### src/rtl/vga_timing_pkg.sv
// Shared 640x480@60 timing constants for the VGA timing generator and the
// image generator (FRAME_WIDTH / FRAME_HEIGHT), plus the counter and
// colour types used across the slice.
package vga_timing_pkg;

  localparam int unsigned H_VISIBLE = 640;
  localparam int unsigned H_FRONT   = 16;
  localparam int unsigned H_SYNC    = 96;
  localparam int unsigned H_BACK    = 48;
  localparam int unsigned H_TOTAL   = H_VISIBLE + H_FRONT + H_SYNC + H_BACK;

  localparam int unsigned V_VISIBLE = 480;
  localparam int unsigned V_FRONT   = 10;
  localparam int unsigned V_SYNC    = 2;
  localparam int unsigned V_BACK    = 33;
  localparam int unsigned V_TOTAL   = V_VISIBLE + V_FRONT + V_SYNC + V_BACK;

  localparam int unsigned H_SYNC_START = H_VISIBLE + H_FRONT;
  localparam int unsigned H_SYNC_END   = H_SYNC_START + H_SYNC - 1;
  localparam int unsigned V_SYNC_START = V_VISIBLE + V_FRONT;
  localparam int unsigned V_SYNC_END   = V_SYNC_START + V_SYNC - 1;

  localparam int unsigned FRAME_WIDTH  = H_VISIBLE;
  localparam int unsigned FRAME_HEIGHT = V_VISIBLE;

  localparam int unsigned CNT_W = 12;
  typedef logic [CNT_W-1:0] cnt_t;

  typedef struct packed {
    logic r;
    logic g;
    logic b;
  } rgb_t;

endpackage

### src/rtl/vga_timing_if.sv
// Bundle between the timing generator and the image generator / pins.
//   color       : pixel colour for the current (x,y), driven by the image generator
//   x, y        : registered raster counters
//   vga_hsync/vsync, vga_r/g/b : registered pin drive, one cycle behind x,y
//   active      : (x,y) lies in the visible area
//   frame_tick  : one-cycle pulse at the last visible pixel of a frame
// master = timing generator, slave = image generator / consumer.
interface vga_timing_if;
  import vga_timing_pkg::*;

  logic [2:0] color;
  cnt_t       x;
  cnt_t       y;
  logic       vga_hsync;
  logic       vga_vsync;
  logic       vga_r;
  logic       vga_g;
  logic       vga_b;
  logic       active;
  logic       frame_tick;

  modport master (
    input  color,
    output x, y, vga_hsync, vga_vsync, vga_r, vga_g, vga_b, active, frame_tick
  );

  modport slave (
    output color,
    input  x, y, vga_hsync, vga_vsync, vga_r, vga_g, vga_b, active, frame_tick
  );
endinterface

### src/rtl/vga_timing.sv
// VGA raster timing generator.
//   CLOCK_25 : pixel clock
//   reset    : synchronous, active-high
//   vga      : vga_timing_if master (counters, syncs, colour drive, active, frame_tick)
// Horizontal/vertical counters run inline; syncs and colour are registered
// from the previous cycle's counters so all pin outputs share one cycle of
// latency. Timing parameters default to the shared package values.
module vga_timing
  import vga_timing_pkg::*;
#(
  parameter int unsigned H_VIS = H_VISIBLE,
  parameter int unsigned H_FP  = H_FRONT,
  parameter int unsigned H_SW  = H_SYNC,
  parameter int unsigned H_BP  = H_BACK,
  parameter int unsigned V_VIS = V_VISIBLE,
  parameter int unsigned V_FP  = V_FRONT,
  parameter int unsigned V_SW  = V_SYNC,
  parameter int unsigned V_BP  = V_BACK
) (
  input  logic         CLOCK_25,
  input  logic         reset,
  vga_timing_if.master vga
);

  localparam cnt_t H_LAST     = cnt_t'(H_VIS + H_FP + H_SW + H_BP - 1);
  localparam cnt_t V_LAST     = cnt_t'(V_VIS + V_FP + V_SW + V_BP - 1);
  localparam cnt_t H_VIS_C    = cnt_t'(H_VIS);
  localparam cnt_t V_VIS_C    = cnt_t'(V_VIS);
  localparam cnt_t H_VIS_LAST = cnt_t'(H_VIS - 1);
  localparam cnt_t V_VIS_LAST = cnt_t'(V_VIS - 1);
  localparam cnt_t HS_START   = cnt_t'(H_VIS + H_FP);
  localparam cnt_t HS_END     = cnt_t'(H_VIS + H_FP + H_SW - 1);
  localparam cnt_t VS_START   = cnt_t'(V_VIS + V_FP);
  localparam cnt_t VS_END     = cnt_t'(V_VIS + V_FP + V_SW - 1);

  cnt_t x;
  cnt_t y;
  logic x_wrap;
  logic y_wrap;
  logic active;
  logic frame_tick;
  logic hsync_q;
  logic vsync_q;
  rgb_t rgb_q;

  always_comb begin
    // >= rather than == so an out-of-range value can never persist
    x_wrap     = (x >= H_LAST);
    y_wrap     = (y >= V_LAST);
    active     = (x < H_VIS_C) && (y < V_VIS_C);
    frame_tick = !reset && (x == H_VIS_LAST) && (y == V_VIS_LAST);
  end

  always_ff @(posedge CLOCK_25) begin
    if (reset) begin
      x       <= '0;
      y       <= '0;
      hsync_q <= 1'b1;
      vsync_q <= 1'b1;
      rgb_q   <= '0;
    end else begin
      x <= x_wrap ? '0 : x + cnt_t'(1);
      if (x_wrap) begin
        y <= y_wrap ? '0 : y + cnt_t'(1);
      end
      hsync_q <= !((x >= HS_START) && (x <= HS_END));
      vsync_q <= !((y >= VS_START) && (y <= VS_END));
      rgb_q   <= active ? rgb_t'(vga.color) : '0;
    end
  end

  assign vga.x          = x;
  assign vga.y          = y;
  assign vga.active     = active;
  assign vga.frame_tick = frame_tick;
  assign vga.vga_hsync  = hsync_q;
  assign vga.vga_vsync  = vsync_q;
  assign vga.vga_r      = rgb_q.r;
  assign vga.vga_g      = rgb_q.g;
  assign vga.vga_b      = rgb_q.b;

endmodule

### src/flat_wrapper.sv
// flat-port wrapper written by rule: the top's interface ports become plain ports
module vga_timing_flat import vga_timing_pkg::*;
#(
  parameter int unsigned H_VIS = H_VISIBLE,
  parameter int unsigned H_FP  = H_FRONT,
  parameter int unsigned H_SW  = H_SYNC,
  parameter int unsigned H_BP  = H_BACK,
  parameter int unsigned V_VIS = V_VISIBLE,
  parameter int unsigned V_FP  = V_FRONT,
  parameter int unsigned V_SW  = V_SYNC,
  parameter int unsigned V_BP  = V_BACK
)
  (CLOCK_25, reset, vga_color, vga_x, vga_y, vga_vga_hsync, vga_vga_vsync, vga_vga_r, vga_vga_g, vga_vga_b, vga_active, vga_frame_tick);
  vga_timing_if vga_i ();
  input  logic CLOCK_25;
  input  logic reset;
  input wire logic [$bits(vga_i.color)-1:0] vga_color;
  output wire logic [$bits(vga_i.x)-1:0] vga_x;
  output wire logic [$bits(vga_i.y)-1:0] vga_y;
  output wire logic [$bits(vga_i.vga_hsync)-1:0] vga_vga_hsync;
  output wire logic [$bits(vga_i.vga_vsync)-1:0] vga_vga_vsync;
  output wire logic [$bits(vga_i.vga_r)-1:0] vga_vga_r;
  output wire logic [$bits(vga_i.vga_g)-1:0] vga_vga_g;
  output wire logic [$bits(vga_i.vga_b)-1:0] vga_vga_b;
  output wire logic [$bits(vga_i.active)-1:0] vga_active;
  output wire logic [$bits(vga_i.frame_tick)-1:0] vga_frame_tick;
  assign vga_i.color = vga_color;
  assign vga_x = vga_i.x;
  assign vga_y = vga_i.y;
  assign vga_vga_hsync = vga_i.vga_hsync;
  assign vga_vga_vsync = vga_i.vga_vsync;
  assign vga_vga_r = vga_i.vga_r;
  assign vga_vga_g = vga_i.vga_g;
  assign vga_vga_b = vga_i.vga_b;
  assign vga_active = vga_i.active;
  assign vga_frame_tick = vga_i.frame_tick;
  vga_timing #(.H_VIS(H_VIS), .H_FP(H_FP), .H_SW(H_SW), .H_BP(H_BP), .V_VIS(V_VIS), .V_FP(V_FP), .V_SW(V_SW), .V_BP(V_BP)) u_core (.CLOCK_25(CLOCK_25), .reset(reset), .vga(vga_i));
endmodule
### config.mk
export PLATFORM = sky130hd
export DESIGN_NAME = vga_timing_flat
export DESIGN_NICKNAME = d
export VERILOG_FILES = /design/src/rtl/vga_timing_pkg.sv /design/src/rtl/vga_timing_if.sv /design/src/rtl/vga_timing.sv /design/src/flat_wrapper.sv
export SDC_FILE = /design/constraint.sdc
export NUM_CORES = 1
export LEC_CHECK = 0
export CORE_UTILIZATION = 48
export DETAILED_ROUTE_END_ITERATION = 8
export GPL_TIMING_DRIVEN = 0
export PLACE_DENSITY_LB_ADDON = 0.05
export SYNTH_ARGS = -nofsm -noshare
export SYNTH_HDL_FRONTEND = slang
export SYNTH_SLANG_ARGS = --single-unit
### constraint.sdc
create_clock -name CLOCK_25 -period 2 [get_ports CLOCK_25]
set_input_delay 0.4 -clock CLOCK_25 [delete_from_list [all_inputs] [get_ports CLOCK_25]]
set_output_delay 0.4 -clock CLOCK_25 [all_outputs]
set_load 0.02 [all_outputs]
==> summary.md, run 1 <==
| Metric | Value |
|---|---|
| Crit path arrival time | 1.58 ns |
| First-pass GRT wire length | 5.644 mm |
| Area leader, netlist | dfxtp_1 |
| Post-route cell area | 2006 um2 |
| Crit-path cells | ha_4, nand4_1, nor4_4, buf_4 |
| Post-Syn Instances | about 160 |
| Flop pwr share | 56.7% |
| Yosys top cell area share | 41.39% |
| Main flop type after synthesis | dfxtp_1 |
| Final worst setup slack | 0.01809 ns |
| Vias in the first global route | 1218 |
| Drt first pass iters | 4 |
| Non-Filler Instances | 239 |
| Via count | 1409 |
| Cell Pwr Density | 526.6 nW/um2 |
| Hold_sp | u_core.vga.x[0] |
| Outcome | completed |
| Final WL | 3.564 mm |
| Multi-input logic area | 835.8 um2 |
| Gr usage total | 23.26% |
| Async set-reset flop share out of synthesis | 0% |
| Placed cell area | 1813 um2 |
| Comb pwr share | a little under a tenth |
| Setup crit start kind | flop |
| Worst Hold Endpoint | u_core.vga.x[0] |
| Vias per cell | 5.895 |
| CTS Buffer Depth | 2 |
| Die Width | about 56 um |
| Dpl cells | roughly 230 |
| ANT nets after route | 0 |
| Reg2Reg Depth | 7 |
| RSZ-0062 raised after global routing | yes |
| Post-DP HPWL | 2.343 mm |
| Synth top area cells | dfxtp_1, nor2_1, ha_1 |
| CTS H-tree lvls | 2 |
| CTS tree | done |
| Die area | 3142 um2 |
| Clk sinks | 29 |
| EDFF count, synth | 0 |
| Largest net degree at the start of global routing | 11 |
| Placeable Area | roughly 2800 um2 |
| Final Slew Violations | 0 |
| PortBufs | 35 |
| Initial antenna violation count | 0 |
| Highest Clock Rate | 504.6 MHz |
| Clock Latency Late Sink | 0.32 ns |
| Gpl congestion | 0.8170 |
| NumNets Final | 217 |
| Sequential fraction of the synthesis area | 41.39% |
| Register area | 610.6 um2 |
| Post-Syn Area | 1403 um2 |
| Post-CTS Hold Fix Bufs | 0 |
| Seq cells post-synth | 29 |
| Final setup viols | 0 |
| WHS Path Cells | 1 |
| Worst hold slack | 0.4528 ns |
| Clock root buffer | clkbuf_4 |
| Crit path largest cell delay | 0.39 ns |
| Critical-path top delay cell | dfxtp_4 |
| Min-Delay Path Class | reg2reg |
| CP Class | reg2out |
| Yosys warns | 0 |
| Final Hold Fails | 0 |
| Most common library cells after synthesis | dfxtp_1, nor2_1, inv_1 |
| Clock power share | about 34% |
| Site Rows | 19 |
| Sw frac | 24.45% |
| Worst vdd ir | 0.4794 mV |
| Count leader, synth | dfxtp_1 |
| Starting density of the core | 50.86% |
| FF-to-FF setup slack | 0.05 ns |
| Die height | 56.06 um |
| Minimum clock period | 1.982 ns |
| DR DRC count | 0 |
| Crit-path max FO | 5 |
| Final cycle utilization of the critical path | just under 100% |
| Critical Path RT | around 1.6 ns |
| Least-Margin Pin Slew | 0.5409 ns |
| P_int | between 0.7 and 0.8 mW |
| Ant diodes | 0 |
| Leak Pwr | approximately 0.7 nW |
| # IOs | 36 |
| GR Overflow Total | 0 |
| CTS Buf Count | 5 |
| NetSw | 0.2582 mW |
| Worst R2R Start | u_core.vga.x[0] |
| DRT iter0 DRCs | 65 |
| Crit end category | primary output |
| RR Endpoint | u_core.vga.y[6] |
| Skew final | 0.007152 ns |
| Clock transition at path regs | ~0.090 ns |
| Slew headroom | between 60 and 70% |
| Fillers | 231 |
| DP Worst Slack | -0.8054 ns |
| Max-cap violations | 0 |
| Routed length per instance | roughly 15 um |
| Layout cells sized above 1 | 23.08% |
| Area growth syn-to-layout | 43.00% |
| Netlist cell types | 48 |
| Synthesized area per cell | 8.877 um2 |
[placed cells by master (no fill, tap or decap), types with 3 or more instances in the layout]
cell type / instances
buf_4: 10
nand4_1: 6
nand2_1: 5
nor3_1: 4
a221o_1: 3
nor2_1: 25
dfxtp_4: 5
o211ai_1: 3
xnor2_1: 5
dfxtp_1: 15
nand3_1: 8
o21ai_0: 4
inv_1: 12
dfxtp_2: 9
clkbuf_4: 5
clkdlybuf4s50_1: 32
[through the flow]
stage          util, %  total power, mW  setup TNS (ns)
3_5_place_dp     65.74           0.7039          -1.215
6_report         72.73            1.056               0
5_1_grt          72.73            1.103        -0.09546
3_3_place_gp     65.74           0.7014          -1.101
4_1_cts          69.74            1.058        -0.03074
2_1_floorplan        -           0.6606               0
[sequential cells by signal, summed over array words and instances, names as in the netlist]
name / cells
u_core.vga.vga_b: 1
u_core.vga.vga_g: 1
u_core.vga.vga_hsync: 1
u_core.vga.vga_r: 1
u_core.vga.vga_vsync: 1
u_core.vga.x: 12
u_core.vga.y: 12
[logic make-up (layout without fill, tap and decap cells)]
kind of cell	Yosys count	count (layout)	share of synthesized area, %
other cells	1	2	0.2674
buf+inv	15	64	4.103
compound gates	30	30	18.73
fa+ha+maj	4	4	3.568
xor+xnor	7	7	4.371
flops	29	29	41.39
simple gates	72	72	27.57
[worst max-delay path, delay by kind of cell (launching register included)]
| family | cells | cell delay, ns |
|---|---|---|
| fa+ha+maj | 1 | 0.15 |
| buf+inv | 1 | 0.18 |
| simple gates | 2 | 0.54 |
| flops | 1 | 0.39 |
[power by group through the flow]
| stage | clock (mW) | combinational (mW) | sequential [mW] |
|---|---|---|---|
| 2_1_floorplan | 0 | 0.0362 | 0.624 |
| 3_3_place_gp | 0 | 0.0885 | 0.613 |
| 3_5_place_dp | 0 | 0.0904 | 0.614 |
| 4_1_cts | 0.365 | 0.0924 | 0.601 |
| 5_1_grt | 0.396 | 0.106 | 0.601 |
| 6_report | 0.358 | 0.0993 | 0.599 |
[cell type report]
| cell class | count | share of cell area (%) |
|---|---|---|
| tap | 31 | 1.934 |
| multi-input combinational | 115 | 41.67 |
| buffer | 1 | 0.2495 |
| clock buffer | 7 | 2.745 |
| inverter | 12 | 2.246 |
| sequential | 29 | 30.44 |
| timing repair buffer | 44 | 20.71 |
[what timing repair did]
item	CTS	global route
pin swaps	3	4
setup endpoints to repair	8	12
gates resized for setup	23	18
cloned	0	0
hold endpoints to repair	0	0
buffers inserted	4	5
[metal layers]
layer  track usage, %  share of wire (%)  vias up
li1                 -                  -      673
met1            29.64                 43      672
met2            36.56                 49       58
met3            7.907                7.6        6
met4            8.362                1.2        0
met5                0                  0        -
[worst max path at each step]
| stage | depth (start not counted) | start | to | slack [ns] |
|---|---|---|---|---|
| after floorplan | 6 | u_core.vga.x[0] | u_core.vga.y[11] | 0.05 |
| after CTS | 5 | u_core.vga.x[11] | vga_frame_tick | -0.03 |
| final | 4 | u_core.vga.y[1] | vga_frame_tick | 0.02 |
| after detailed placement | 5 | reset | vga_frame_tick | -0.81 |
| after global routing | 7 | u_core.vga.x[1] | u_core.vga.y[6] | -0.04 |
| after global placement | 5 | reset | vga_frame_tick | -0.80 |
No activity file was read; power rests on OpenSTA's default activity.
==> inputs of run 2 (changes only) <==
--- a/config.mk
+++ b/config.mk
@@ -5,8 +5,9 @@
 export SDC_FILE = /design/constraint.sdc
 export NUM_CORES = 1
 export LEC_CHECK = 0
-export CORE_UTILIZATION = 48
+export CORE_UTILIZATION = 61
 export DETAILED_ROUTE_END_ITERATION = 8
+export DONT_BUFFER_PORTS = 1
 export GPL_TIMING_DRIVEN = 0
 export PLACE_DENSITY_LB_ADDON = 0.05
 export SYNTH_ARGS = -nofsm -noshare
==> run 2 against run 1 <==
The flow now finishes with violations (setup timing). First-iteration DRC count decreased by 4.6%. Cell area is 13% lower. Non-clock buffer count decreased by 34. Register-to-register slack improved by 0.02 ns. Via count shrank 3.1%. Global-route usage increased by 8.5 points. Worst hold slack worse by 0.28 ns. Clock skew grew 0.0071 ns. Sequential cell count stayed put. Clock-buffer cell count unchanged. Critical path type unchanged. Critical endpoint unchanged. Largest cell class unchanged. Largest power group unchanged.
==> summary.md, run 2 (synthesized netlist as in run 1, its figures left out) <==
| Metric | Value |
|---|---|
| Cell Pwr Density | 672.5 nW/um2 (+28%) |
| Final setup TNS | -0.02190 ns (-0.02190 ns) |
| DRT iter0 DRCs | 62 (-4.6%) |
| Initial antenna violation count | 0 (unchanged) |
| Critical Path RT | 1.60 ns (about the same) |
| Die area | 2495 um2 (-21%) |
| Min-Delay Path Class | in2reg |
| Die height | 49.95 um (-11%) |
| Comb pwr share | 4.8% (-4.6 points) |
| CP Class | reg2out |
| Worst vdd ir | 0.6270 mV (+31%) |
| Final worst setup slack | -0.02190 ns (-0.04000 ns) |
| CTS Buffer Depth | 2 (unchanged) |
| Final cycle utilization of the critical path | 101.1% (+2.0 points) |
| Crit end category | primary output |
| Vias per cell | 6.757 (+15%) |
| NumNets Final | 183 (-16%) |
| Gpl congestion | 0.8977 (+9.9%) |
| Ant diodes | 0 (unchanged) |
| First-pass GRT wire length | 5.713 mm (+1.2%) |
| Via count | 1365 (-3.1%) |
| Flop pwr share | 51.6% (-5.1 points) |
| Reg2Reg Depth | 7 (unchanged) |
| Layout cells sized above 1 | 31.43% (+8.4 points) |
| Drt first pass iters | 4 (unchanged) |
| Final Slew Violations | 0 (unchanged) |
| DP Worst Slack | -0.2371 ns (+0.5683 ns) |
| NetSw | 0.2792 mW (+8.1%) |
| GR Overflow Total | 0 (unchanged) |
| Final setup viols | 1 (+1) |
| Largest net degree at the start of global routing | 11 (unchanged) |
| Site Rows | 16 (-3) |
| Minimum clock period | 2.022 ns (+0.04000 ns) |
| Highest Clock Rate | 494.6 MHz (-2.0%) |
| Area growth syn-to-layout | 24.89% |
| Placed cell area | 1458 um2 (-20%) |
| Outcome | complete, but fails checks |
| Top Registers | u_core.vga.x (12), u_core.vga.y (12) |
| Final WL | 3.869 mm (+8.6%) |
| Post-DP HPWL | 2.339 mm (-0.18%) |
| Register area | 634.4 um2 (+3.9%) |
| Setup crit start kind | flop |
| Crit-path max FO | 7 (+2) |
| RSZ-0062 raised after global routing | yes |
| Slew headroom | 63.27% (-0.54 points) |
| Clock transition at path regs | 0.10 ns (about the same) |
| ANT nets after route | 0 (unchanged) |
| Final Hold Fails | 0 (unchanged) |
| CTS Buf Count | 5 (unchanged) |
| Clk sinks | 29 (unchanged) |
| WHS Path Cells | 2 (+1) |
| Sw frac | 23.70% (-0.75 points) |
| Clock Latency Late Sink | 0.34 ns (+0.02 ns) |
| P_int | 0.8989 mW (+13%) |
| CTS tree | done |
| Max-cap violations | 0 (unchanged) |
| Least-Margin Pin Slew | 0.5489 ns (+0.008015 ns) |
| Vias in the first global route | 1252 (+2.8%) |
| Placeable Area | 2062 um2 (-25%) |
| DR DRC count | 0 (unchanged) |
| # IOs | 36 (unchanged) |
| Starting density of the core | 68.02% (+17 points) |
| Final core occ | 84.95% (+12 points) |
| Multi-input logic area | 863.3 um2 (+3.3%) |
| Clock root buffer | clkbuf_4 |
| Clock power share | 43.5% (+9.6 points) |
| Post-route cell area | 1752 um2 (-13%) |
| Worst hold slack | 0.1679 ns (-0.2850 ns) |
| Gr usage total | 31.72% (+8.5 points) |
| Skew final | 0.01428 ns (+0.007125 ns) |
| Routed length per instance | 19.15 um (+28%) |
| Die Width | 49.95 um (-11%) |
| Failing checks | setup timing |
| Leak Pwr | 0.6107 nW (-12%) |
| Most frequent cells in the layout | nor2_1, inv_1, dfxtp_4 |
| PortBufs | 0 (-100%) |
| CTS H-tree lvls | 2 (unchanged) |
| Fillers | 115 (-50%) |
| Most common cell after layout, fill and taps aside | nor2_1 |
| Crit path arrival time | 1.62 ns (+0.04 ns) |
run 2: cell types whose count changed in the layout (fill, tap and decap cells not counted), sizes merged:
cell,before,now
bufinv,0,1
clkdlybuf4s15,1,0
clkdlybuf4s50,32,0
dlygate4sd2,1,0
run 2: metal layers:
layer / vias up / part of all wire, % / GRT usage (%)
met5: - / 0 / 0
met4: 0 / 3.4 / 15.71
met3: 18 / 11 / 12.65
met2: 107 / 48 / 50.45
met1: 631 / 38 / 36.55
li1: 609 / - / -
run 2: final cells by class:
| class | count | area share (%) |
|---|---|---|
| Clock inverter | 1 | 1.714 |
| Buffer | 2 | 1.286 |
| Timing Repair Buffer | 9 | 3.857 |
| Tap cell | 27 | 1.929 |
| Inverter | 12 | 2.571 |
| Sequential cell | 29 | 36.21 |
| Clock buffer | 7 | 3.143 |
| Multi-Input combinational cell | 115 | 49.29 |
run 2: final timing paths:
kind	startpoint	to	slack (ns)
min	vga_color[2]	u_core.vga.vga_r	0.17
max reg2reg	u_core.vga.x[0]	u_core.vga.y[6]	0.07
min reg2reg	u_core.vga.x[0]	u_core.vga.x[0]	0.52
max	u_core.vga.y[0]	vga_frame_tick	-0.02
run 2: repair_timing:
action / CTS / global route
buffers inserted: 4 / 5
endpoints found under the setup margin: 21 / 7
gates resized for setup: 23 / 32
pin swaps: 2 / 7
hold buffers: 0 / 0
run 2: critical path, cell delays in order (launching register included):
cell	delay, ns
dfxtp_4	0.45
ha_4	0.17
nand4_1	0.20
nor4_4	0.46
run 2: metrics by stage:
step           cells  total power, mW
2_1_floorplan    159           0.6606
3_3_place_gp     186           0.6707
3_5_place_dp     186           0.6760
4_1_cts          197            1.181
5_1_grt          202            1.221
6_report         202            1.178
run 2: power groups by stage:
stage	registers (mW)	clock network (mW)	logic [mW]
after floorplan	0.624	0	0.0362
after global placement	0.628	0	0.0431
after detailed placement	0.628	0	0.0476
after CTS	0.613	0.517	0.0504
after global routing	0.610	0.548	0.0622
final	0.608	0.513	0.0570
